===== src/rtl/simon_pkg.sv =====
// -----------------------------------------------------------------------------
// simon_pkg
// Shared definitions for the Simon game blocks: colour codes, sequence
// geometry and the one-hot playback state encoding. A small helper checks
// whether a requested round length is playable.
// -----------------------------------------------------------------------------
package simon_pkg;

    // Sequence geometry: up to SEQ_LEN colours of CODE_W bits each
    localparam int CODE_W  = 3;
    localparam int SEQ_LEN = 10;

    // Colour codes carried on the 3-bit colour bus
    localparam logic [2:0] CLR_BLANK  = 3'd0;
    localparam logic [2:0] CLR_RED    = 3'd1;
    localparam logic [2:0] CLR_BLUE   = 3'd2;
    localparam logic [2:0] CLR_YELLOW = 3'd3;
    localparam logic [2:0] CLR_GREEN  = 3'd4;

    // Playback states, one-hot like the game state machine
    localparam logic [3:0] PB_IDLE = 4'b0001;
    localparam logic [3:0] PB_SHOW = 4'b0010;
    localparam logic [3:0] PB_GAP  = 4'b0100;
    localparam logic [3:0] PB_DONE = 4'b1000;

    // A round length is playable when it is in 1..max_n
    function automatic logic count_ok(input logic [3:0] n, input int max_n);
        return (n != 4'd0) && (int'(n) <= max_n);
    endfunction

endpackage


===== src/rtl/simon_color_decode.sv =====
// -----------------------------------------------------------------------------
// simon_color_decode
// Combinational decode of a 3-bit colour code into the four colour LEDs.
// Shared by the playback sequencer and the player input logic.
//   code        in  3  colour code (1=red, 2=blue, 3=yellow, 4=green)
//   led_red..   out 1  one-hot LED drive, all low for blank/unknown codes
//   valid       out 1  high when the code names a real colour
// -----------------------------------------------------------------------------
module simon_color_decode
    import simon_pkg::*;
(
    input  logic [2:0] code,
    output logic       led_red,
    output logic       led_blue,
    output logic       led_yellow,
    output logic       led_green,
    output logic       valid
);

    // One-hot decode; codes 0 and 5..7 light nothing and are flagged invalid
    always_comb begin
        led_red    = 1'b0;
        led_blue   = 1'b0;
        led_yellow = 1'b0;
        led_green  = 1'b0;
        case (code)
            CLR_RED:    led_red    = 1'b1;
            CLR_BLUE:   led_blue   = 1'b1;
            CLR_YELLOW: led_yellow = 1'b1;
            CLR_GREEN:  led_green  = 1'b1;
            default: begin
                led_red    = 1'b0;
                led_blue   = 1'b0;
                led_yellow = 1'b0;
                led_green  = 1'b0;
            end
        endcase
        valid = led_red | led_blue | led_yellow | led_green;
    end

endmodule


===== src/rtl/simon_playback_ctrl.sv =====
// -----------------------------------------------------------------------------
// simon_playback_ctrl
// Plays the stored Simon colour pattern back to the player. A Start_Play pulse
// in IDLE latches the packed colour vector and round length; each colour is
// shown for ON_CYCLES clocks followed by an OFF_CYCLES blank gap, and a Done
// pulse marks the end of the sequence. All outputs are registered and are
// computed from the next-state values, so the first colour appears on the
// edge that samples Start_Play.
//   Clk, Reset_n        clock, synchronous active-low reset
//   Start_Play          start request (IDLE only)
//   Abort               level, returns to IDLE with outputs cleared
//   Num_Colors, Colors  round length and packed colour sequence
//   Busy, Done, Err     status: playing, end-of-sequence pulse, error pulse
//   Color_Out, Led_*    current colour code and its one-hot LED decode
//   Index               0-based position of the colour being shown
// -----------------------------------------------------------------------------
module simon_playback_ctrl
    import simon_pkg::*;
#(
    parameter int ON_CYCLES  = 50000000,
    parameter int OFF_CYCLES = 25000000
) (
    input  logic                       Clk,
    input  logic                       Reset_n,
    input  logic                       Start_Play,
    input  logic                       Abort,
    input  logic [3:0]                 Num_Colors,
    input  logic [SEQ_LEN*CODE_W-1:0]  Colors,
    output logic                       Busy,
    output logic                       Done,
    output logic                       Err,
    output logic [2:0]                 Color_Out,
    output logic                       Led_Red,
    output logic                       Led_Blue,
    output logic                       Led_Yellow,
    output logic                       Led_Green,
    output logic [3:0]                 Index
);

    localparam int COLORS_W = SEQ_LEN * CODE_W;
    localparam int TMR_MAX  = (ON_CYCLES > OFF_CYCLES) ? ON_CYCLES : OFF_CYCLES;
    localparam int TMR_W    = (TMR_MAX > 1) ? $clog2(TMR_MAX) : 1;
    localparam logic [TMR_W-1:0] ON_LAST  = TMR_W'(ON_CYCLES - 1);
    localparam logic [TMR_W-1:0] OFF_LAST = TMR_W'(OFF_CYCLES - 1);

    logic [3:0]          state_r,  state_nxt_s;
    logic [TMR_W-1:0]    timer_r,  timer_nxt_s;
    logic [3:0]          index_r,  index_nxt_s;
    logic [3:0]          num_r,    num_nxt_s;
    logic [COLORS_W-1:0] colors_r, colors_nxt_s;
    logic                rej_start_s;
    logic                enter_show_s;
    logic [2:0]          show_code_s;
    logic                led_red_s, led_blue_s, led_yellow_s, led_green_s;
    logic                code_valid_s;

    // Next-state logic for the playback sequencer and its latched inputs
    always_comb begin
        state_nxt_s  = state_r;
        timer_nxt_s  = timer_r;
        index_nxt_s  = index_r;
        num_nxt_s    = num_r;
        colors_nxt_s = colors_r;
        rej_start_s  = 1'b0;
        if (Abort) begin
            // Abort dominates everything, including a simultaneous start
            state_nxt_s  = PB_IDLE;
            timer_nxt_s  = '0;
            index_nxt_s  = 4'd0;
            num_nxt_s    = 4'd0;
            colors_nxt_s = '0;
        end else begin
            case (state_r)
                PB_IDLE: begin
                    if (Start_Play) begin
                        if (count_ok(Num_Colors, SEQ_LEN)) begin
                            state_nxt_s  = PB_SHOW;
                            timer_nxt_s  = '0;
                            index_nxt_s  = 4'd0;
                            num_nxt_s    = Num_Colors;
                            colors_nxt_s = Colors;
                        end else begin
                            rej_start_s = 1'b1;
                        end
                    end else begin
                        state_nxt_s = PB_IDLE;
                    end
                end
                PB_SHOW: begin
                    if (timer_r == ON_LAST) begin
                        timer_nxt_s = '0;
                        state_nxt_s = PB_GAP;
                    end else begin
                        timer_nxt_s = timer_r + TMR_W'(1);
                    end
                end
                PB_GAP: begin
                    if (timer_r == OFF_LAST) begin
                        timer_nxt_s = '0;
                        if (index_r == (num_r - 4'd1)) begin
                            state_nxt_s = PB_DONE;
                        end else begin
                            index_nxt_s = index_r + 4'd1;
                            state_nxt_s = PB_SHOW;
                        end
                    end else begin
                        timer_nxt_s = timer_r + TMR_W'(1);
                    end
                end
                PB_DONE: begin
                    state_nxt_s = PB_IDLE;
                end
                default: begin
                    // Illegal encoding: recover to a clean idle
                    state_nxt_s  = PB_IDLE;
                    timer_nxt_s  = '0;
                    index_nxt_s  = 4'd0;
                    num_nxt_s    = 4'd0;
                    colors_nxt_s = '0;
                end
            endcase
        end
    end

    // Colour to present next cycle; blank outside SHOW
    always_comb begin
        if (state_nxt_s == PB_SHOW) begin
            show_code_s = colors_nxt_s[CODE_W*int'(index_nxt_s) +: CODE_W];
        end else begin
            show_code_s = CLR_BLANK;
        end
        enter_show_s = (state_nxt_s == PB_SHOW) && (state_r != PB_SHOW);
    end

    simon_color_decode u_decode (
        .code       (show_code_s),
        .led_red    (led_red_s),
        .led_blue   (led_blue_s),
        .led_yellow (led_yellow_s),
        .led_green  (led_green_s),
        .valid      (code_valid_s)
    );

    // State, latched sequence and registered outputs
    always_ff @(posedge Clk) begin
        if (!Reset_n) begin
            state_r    <= PB_IDLE;
            timer_r    <= '0;
            index_r    <= 4'd0;
            num_r      <= 4'd0;
            colors_r   <= '0;
            Busy       <= 1'b0;
            Done       <= 1'b0;
            Err        <= 1'b0;
            Color_Out  <= CLR_BLANK;
            Led_Red    <= 1'b0;
            Led_Blue   <= 1'b0;
            Led_Yellow <= 1'b0;
            Led_Green  <= 1'b0;
            Index      <= 4'd0;
        end else begin
            state_r    <= state_nxt_s;
            timer_r    <= timer_nxt_s;
            index_r    <= index_nxt_s;
            num_r      <= num_nxt_s;
            colors_r   <= colors_nxt_s;
            Busy       <= (state_nxt_s != PB_IDLE);
            Done       <= (state_nxt_s == PB_DONE);
            // Bad codes are flagged once, on the first cycle they are shown
            Err        <= rej_start_s | (enter_show_s & ~code_valid_s);
            Color_Out  <= show_code_s;
            Led_Red    <= led_red_s;
            Led_Blue   <= led_blue_s;
            Led_Yellow <= led_yellow_s;
            Led_Green  <= led_green_s;
            Index      <= index_nxt_s;
        end
    end

endmodule


===== config.mk =====
export PLATFORM = sky130hd
export DESIGN_NAME = simon_playback_ctrl
export DESIGN_NICKNAME = d
export VERILOG_FILES = /design/src/rtl/simon_pkg.sv /design/src/rtl/simon_color_decode.sv /design/src/rtl/simon_playback_ctrl.sv
export SDC_FILE = /design/constraint.sdc
export NUM_CORES = 1
export LEC_CHECK = 0
export BUFFER_PORTS_ARGS = -buffer_cell sky130_fd_sc_hd__buf_2
export CORE_UTILIZATION = 50
export CTS_BUF_LIST = sky130_fd_sc_hd__clkbuf_8 sky130_fd_sc_hd__clkbuf_16
export DETAILED_ROUTE_END_ITERATION = 10
export GPL_TIMING_DRIVEN = 0
export PLACE_DENSITY = 0.71
export SLEW_MARGIN = 20
export SYNTH_ARGS = -nofsm -noshare
export SYNTH_HDL_FRONTEND = slang
export SYNTH_HIERARCHICAL = 1
export SYNTH_SLANG_ARGS = --single-unit

===== constraint.sdc =====
create_clock -name Clk -period 4.6 [get_ports Clk]
set_clock_uncertainty 0.05 [all_clocks]
set_input_delay 0 -clock Clk [delete_from_list [all_inputs] [get_ports Clk]]
set_output_delay 0 -clock Clk [all_outputs]
set_load 0.1 [all_outputs]

==> results of run 1 <==
==> stage by stage <==
stage               area, µm²  utilization, %  power, W  cells  setup WS [ps]
floorplan                3750               -  0.000815    443            525
global placement         4120            56.8  0.000859    592           15.5
detailed placement       4120            56.8  0.000862    592           81.3
CTS                      4690            64.6   0.00144    643           32.2
global route             4710            64.9   0.00149    643           77.2
finish                   4710            64.9   0.00143    643            359
==> area by class of cell <==
type / count / area [µm²] / share of cell area, %
buffer: 26 / 105 / 2.23
tap: 99 / 124 / 2.63
clock buffer: 9 / 124 / 2.63
sequential: 78 / 1560 / 33.2
clock inverter: 7 / 91.3 / 1.94
multi-input combinational: 331 / 2070 / 44.0
timing repair buffer: 85 / 601 / 12.8
inverter: 8 / 30.0 / 0.638
==> power by group through the flow <==
stage	combinational [W]	sequential, W	clock (W)
floorplan	0.0000949	0.000720	0
global placement	0.000153	0.000707	0
detailed placement	0.000155	0.000707	0
CTS	0.000179	0.000691	0.000566
global route	0.000199	0.000692	0.000601
finish	0.000182	0.000691	0.000561
==> cell families after synthesis <==
kind of cell | synth area share [%]
AOI/OAI and AO/OA | 17.0
adders and majority gates | 1.00
muxes | 1.74
buffers and inverters | 3.57
xor gates and xnor gates | 6.78
DFF | 41.7
and+or+nand+nor | 28.2
==> worst paths after layout <==
| kind | start | endpoint | slack (ps) | cells after the start |
|---|---|---|---|---|
| setup / recovery | timer_r[0]$_SDFFE_PP0P_ | Err$_SDFF_PN0_ | 360 | 17 |
| hold / removal | Start_Play | Err$_SDFF_PN0_ | 50 | 5 |
| setup reg to reg | timer_r[0]$_SDFFE_PP0P_ | Err$_SDFF_PN0_ | 360 | 17 |
| hold reg to reg | timer_r[1]$_SDFFE_PP0P_ | timer_r[1]$_SDFFE_PP0P_ | 450 | 2 |
==> repair_timing <==
item	in CTS	in global routing
hold buffers	35	0
resized for setup	0	4
hold endpoints to repair	37	0
setup endpoints to repair	0	5
==> layer usage <==
layer | GRT usage [%] | vias to the layer above | share of wire (%) | wire length (µm)
li1 | - | 1782 | - | -
met1 | 34.4 | 1690 | 46 | 4450
met2 | 43.4 | 121 | 47 | 4570
met3 | 5.69 | 8 | 5.7 | 549
met4 | 6.30 | 0 | 0.96 | 93
met5 | 0 | - | 0 | 0
==> worst max-delay path: cells and delay by family, from the launching register on <==
family,cells,cell delay [ps]
AOI/OAI and AO/OA,4,1040
xor gates and xnor gates,1,150
adders and majority gates,1,210
buffers and inverters,3,590
DFF,1,400
muxes,1,260
and+or+nand+nor,7,1410
==> cells in the final DEF (no fill, tap or decap), types with 3 or more instances in the layout <==
cell type	n
o32ai_1	5
mux2_2	4
a21o_1	3
nand4_1	12
and3_1	7
a21oi_1	12
nand2_1	20
dlygate4sd3_1	35
clkbuf_1	18
nand2b_1	9
a22oi_1	36
nor4_1	3
buf_2	52
xor2_1	19
o22ai_1	4
a211oi_1	4
nand3_1	15
buf_1	4
inv_1	10
nor2b_1	10
ha_1	3
nor3_1	13
clkbuf_8	9
xnor2_1	10
o21ai_0	6
nor2_1	76
and2_1	17
dfxtp_1	78
nor3b_1	4
==> state kept, by name, indices dropped and copies added, names as in the netlist <==
name / count
Busy: 1
timer_r: 26
Led_Green: 1
Err: 1
colors_r: 30
num_r: 4
Color_Out: 3
index_r: 4
Led_Yellow: 1
Led_Red: 1
state_r: 4
Led_Blue: 1
Done: 1
==> results.json, run 1 <==
{
  "ys_warn_count": 6,
  "worst-endpoint-arrival_ps": 4440,
  "critPathLaunchType": "flip-flop",
  "fillers": 650,
  "status": "complete, no violations",
  "synth_edf_count": 0,
  "die_w_um": 88.6,
  "antenna_found_initial": 0,
  "synth_fp_nets": 484,
  "initial_utilization_pct": 51.7,
  "leakagePower_nw": 1.76,
  "core_mm2": 0.00725,
  "synth.most_common_cell": "dfxtp_1",
  "relSlewSlack_pct": 48.2,
  "yosys-top-cells-area": "dfxtp_1 42%, nor2_1 7.6%, a22oi_1 7.2%",
  "critPathKind": "reg -> reg",
  "via_per_inst": 5.60,
  "cts_setup_buffers": 0,
  "dieArea_mm2": 0.00785,
  "p_comb_share_pct": 12.7,
  "numCtsBuffers": 9,
  "hold_ws_ps": 53.7,
  "globalplace.congestion": 0.911,
  "grt_max_degree": 14,
  "vias": 3601,
  "die-height_um": 88.6,
  "drive_above_1_share_pct": 15.3,
  "area_growth_pct": 25.6,
  "num_rows": 31,
  "cts_root_buf": "clkbuf_8",
  "grt_util_all_layers_pct": 26.0,
  "ir_worst_vdd_mv": 0.178,
  "synth-async-reset-ratio_pct": 0,
  "synth-main-ff-cell": "dfxtp_1",
  "setup_tns_ps": 0,
  "maxCapViolCount": 0,
  "cts_tree": "yes",
  "clockBufferDepth": 2,
  "grt_pass1_wl_um": 15700,
  "critPathRequiredTime_ps": 4790,
  "dp.final_hpwl_um": 6420,
  "num_antenna_cells": 0,
  "clk_pin_slew_worst_paths_ps": 90,
  "endpoint_kind": "flip-flop",
  "worst_pin_slew_ps": 757,
  "power.density_mw_per_mm2": 305,
  "synth_cell_types": 57,
  "slew_violations": 0,
  "seq_area_frac_synth_pct": 41.7,
  "fin_crit_sh_pct": 92.2,
  "firstDrtPassIters": 5,
  "crit_fanout": 10,
  "switching_power_w": 0.000372,
  "crit_chain": "ha_1, nand3_1, or2_0, buf_2, or4_1, buf_2, or4_1, a31oi_1, buf_4, mux2i_1, a2111oi_2, o32ai_1, nor2_2, xnor2_1, nor2_1, a21oi_1, nor2b_1",
  "syn-cell-area_mm2": 0.00375,
  "ys_top_cells_by_count": "78 x dfxtp_1, 76 x nor2_1, 36 x a22oi_1",
  "postSynthCellCount": 443,
  "drc": 0,
  "post-route-min-period_ps": 4240,
  "synth.ff_latch_count": 78,
  "io-pin-count": 52,
  "drtIter0Drc": 269,
  "port_buffers": 50,
  "final_antenna_net_count": 0,
  "rsz0062_at_grt": "no",
  "nets": 580,
  "grt_pass1_vias": 3403,
  "post_synth.cell_area_avg_um2": 8.46,
  "worst_path_max_delay_cell": "or4_1",
  "timing_hold_violations_final": 0,
  "clkLatencyLatePin_ps": 350,
  "clock-sinks": 78,
  "wirelength_um": 9660,
  "synth_top_area_share_pct": 41.7,
  "hold_class": "in -> reg",
  "setup_violations": 0,
  "synth.largest_area_cell": "dfxtp_1",
  "fmaxAchievable_mhz": 236,
  "overflow": 0,
  "swShare_pct": 25.9,
  "clkPwrFrac_pct": 39.1,
  "seqPwrFrac_pct": 48.2,
  "cp_slowest_stage_delay_ps": 520,
  "h-tree-depth": 3,
  "wl_per_cell_um": 15.0,
  "p_int_w": 0.00106
}
Power figures use the tool's default switching activity.
==> inputs of run 2 (changes only) <==
--- a/config.mk
+++ b/config.mk
@@ -6,11 +6,12 @@
 export NUM_CORES = 1
 export LEC_CHECK = 0
 export BUFFER_PORTS_ARGS = -buffer_cell sky130_fd_sc_hd__buf_2
+export CAP_MARGIN = 0
 export CORE_UTILIZATION = 50
 export CTS_BUF_LIST = sky130_fd_sc_hd__clkbuf_8 sky130_fd_sc_hd__clkbuf_16
 export DETAILED_ROUTE_END_ITERATION = 10
 export GPL_TIMING_DRIVEN = 0
-export PLACE_DENSITY = 0.71
+export PLACE_DENSITY = 0.74
 export SLEW_MARGIN = 20
 export SYNTH_ARGS = -nofsm -noshare
 export SYNTH_HDL_FRONTEND = slang
==> constraint.sdc (replaced) <==
create_clock -name Clk -period 3.4 [get_ports Clk]
set_clock_uncertainty 0.05 [all_clocks]
set_input_delay 0 -clock Clk [delete_from_list [all_inputs] [get_ports Clk]]
set_output_delay 0 -clock Clk [all_outputs]
set_load 0.1 [all_outputs]
==> run 2 against run 1 <==
Effect of this change:
- the run now ends with negative setup slack left
- non-clock buffer count rose by 26
- fmax rose by 14%
- critical path depth did not move
- wire length rose by 16%
- worst setup slack got worse by 680 ps
- first-iteration DRC count rose by 69%
==> results.json, run 2 (synthesis gave the netlist of run 1 again) <==
{
  "clk_pin_slew_worst_paths_ps": 90,
  "regMostFlops": "colors_r",
  "relSlewSlack_pct": 53.9,
  "path_depth": 17,
  "cp_slowest_stage_delay_ps": 410,
  "vias": 3898,
  "holdPathStages": 5,
  "final_common_cell": "nor2_1",
  "slew_violations": 0,
  "clkLatencyLatePin_ps": 370,
  "h-tree-depth": 3,
  "area_growth_pct": 40.3,
  "hold_ws_ps": 21.5,
  "hold_start": "Start_Play",
  "critPathLaunchType": "flip-flop",
  "grt_util_all_layers_pct": 27.0,
  "setup_ws_ps": -325,
  "firstDrtPassIters": 5,
  "grt_pass1_vias": 3451,
  "largestRegisters": "colors_r x30, timer_r x26",
  "clockBufferDepth": 2,
  "crit_chain": "buf_4, nor4bb_1, nand3b_1, nor4_4, a32oi_2, a21oi_2, buf_6, buf_6, a21bo_2, o32ai_4, a311oi_2, o22ai_2, nor2_2, xnor2_1, nor2_1, a21oi_1, nor2b_1",
  "worst-endpoint-arrival_ps": 3940,
  "final_cell_mix": "75 x nor2_1, 65 x dfxtp_1, 50 x buf_2",
  "worst_path_max_delay_cell": "a311oi_2",
  "endpoint_kind": "flip-flop",
  "drc": 0,
  "nets": 606,
  "critPathRequiredTime_ps": 3620,
  "worst_r2r_path_depth": 17,
  "port_buffers": 50,
  "fin_crit_sh_pct": 110,
  "place_inst": 592,
  "drive_above_1_share_pct": 28.2,
  "numCtsBuffers": 9,
  "io-pin-count": 52,
  "initial_utilization_pct": 51.7,
  "final_antenna_net_count": 0,
  "maxCapViolCount": 0,
  "r2r-start": "timer_r[6]$_SDFFE_PP0P_",
  "die-height_um": 88.6,
  "failed_checks": "negative setup slack",
  "postLayoutCellArea_mm2": 0.00526,
  "clock-sinks": 78,
  "status": "complete, but fails checks",
  "cp_top_family": "compound AO/OA/AOI/OAI gates",
  "placed_area_mm2": 0.00417,
  "ir_worst_vdd_mv": 0.243,
  "grt_max_degree": 16,
  "core_mm2": 0.00725,
  "num_antenna_cells": 0,
  "largest_register_ffs": 30,
  "dp.final_hpwl_um": 6310,
  "drtIter0Drc": 455,
  "post-route-min-period_ps": 3730,
  "wirelength_um": 11200,
  "crit_top_cell": "buf_6",
  "rsz0062_at_grt": "yes",
  "worstSetupStartpoint": "timer_r[6]$_SDFFE_PP0P_",
  "instances_no_fill": 669,
  "via_per_inst": 5.83,
  "finalPower_w": 0.00187,
  "hold_class": "in -> reg",
  "globalplace.congestion": 0.912,
  "leakagePower_nw": 1.94,
  "setup_violations": 5,
  "critPathKind": "reg -> reg",
  "wl_per_cell_um": 16.8,
  "die_w_um": 88.6,
  "antenna_found_initial": 0,
  "crit_buf_inv": 3,
  "num_rows": 31,
  "crit_fanout": 10,
  "dieArea_mm2": 0.00785,
  "cts_root_buf": "clkbuf_8",
  "grt_pass1_wl_um": 16200,
  "fmaxAchievable_mhz": 268,
  "timing_hold_violations_final": 0,
  "overflow": 0,
  "cts_tree": "yes",
  "worst_pin_slew_ps": 686,
  "power.density_mw_per_mm2": 356
}
## run 2: worst min-delay path: cells and delay by family
family	cells	cell delay, ps
AND/OR/NAND/NOR	2	110
AO/OA/AOI/OAI	1	110
buffers and inverters	2	170
## run 2: where the power goes
| group | switching [W] | internal (W) | leakage [nW] | total [W] |
|---|---|---|---|---|
| clock network | 0.000384 | 0.000273 | 0.0832 | 0.000657 |
| registers | 0.00000653 | 0.000924 | 0.639 | 0.000930 |
| logic | 0.000169 | 0.000114 | 1.22 | 0.000284 |
| total | 0.000560 | 0.00131 | 1.94 | 0.00187 |
## run 2: path summary, 6_finish.rpt
path,end,slack [ps]
worst max-delay path,Err$_SDFF_PN0_,-330
worst min-delay path,Err$_SDFF_PN0_,20
worst max register to register,Err$_SDFF_PN0_,-330
worst min register to register,timer_r[15]$_SDFFE_PP0P_,460
## run 2: area by class of cell
| class | instances | area [µm²] |
|---|---|---|
| multi-input combinational | 331 | 2380 |
| fill | 525 | 1990 |
| sequential | 78 | 1600 |
| timing repair buffer | 113 | 835 |
| clock buffer | 9 | 124 |
| tap | 99 | 124 |
| buffer | 24 | 121 |
| clock inverter | 7 | 55.1 |
| inverter | 8 | 30.0 |
## run 2: layer usage
metal,routed length (µm),global-route usage [%]
met5,0,0
met4,245,9.24
met3,781,6.25
met2,5470,44.4
met1,4720,34.9
## run 2: repair_timing
action,in CTS,in global routing
endpoints found under the hold margin,37,0
hold buffers,35,0
gates resized for setup,38,41
endpoints found under the setup margin,7,13
pin swaps,16,21
buffers inserted,19,10
## run 2: stage by stage
step                      worst slack, ps  TNS (ps)  util [%]
after floorplan                     -21.1     -21.1         -
after global placement               -652     -2500      57.5
after detailed placement             -672     -2600      57.5
after CTS                            -218      -441      69.5
after global routing                 -545     -1790      72.5
final                                -325      -982      72.5
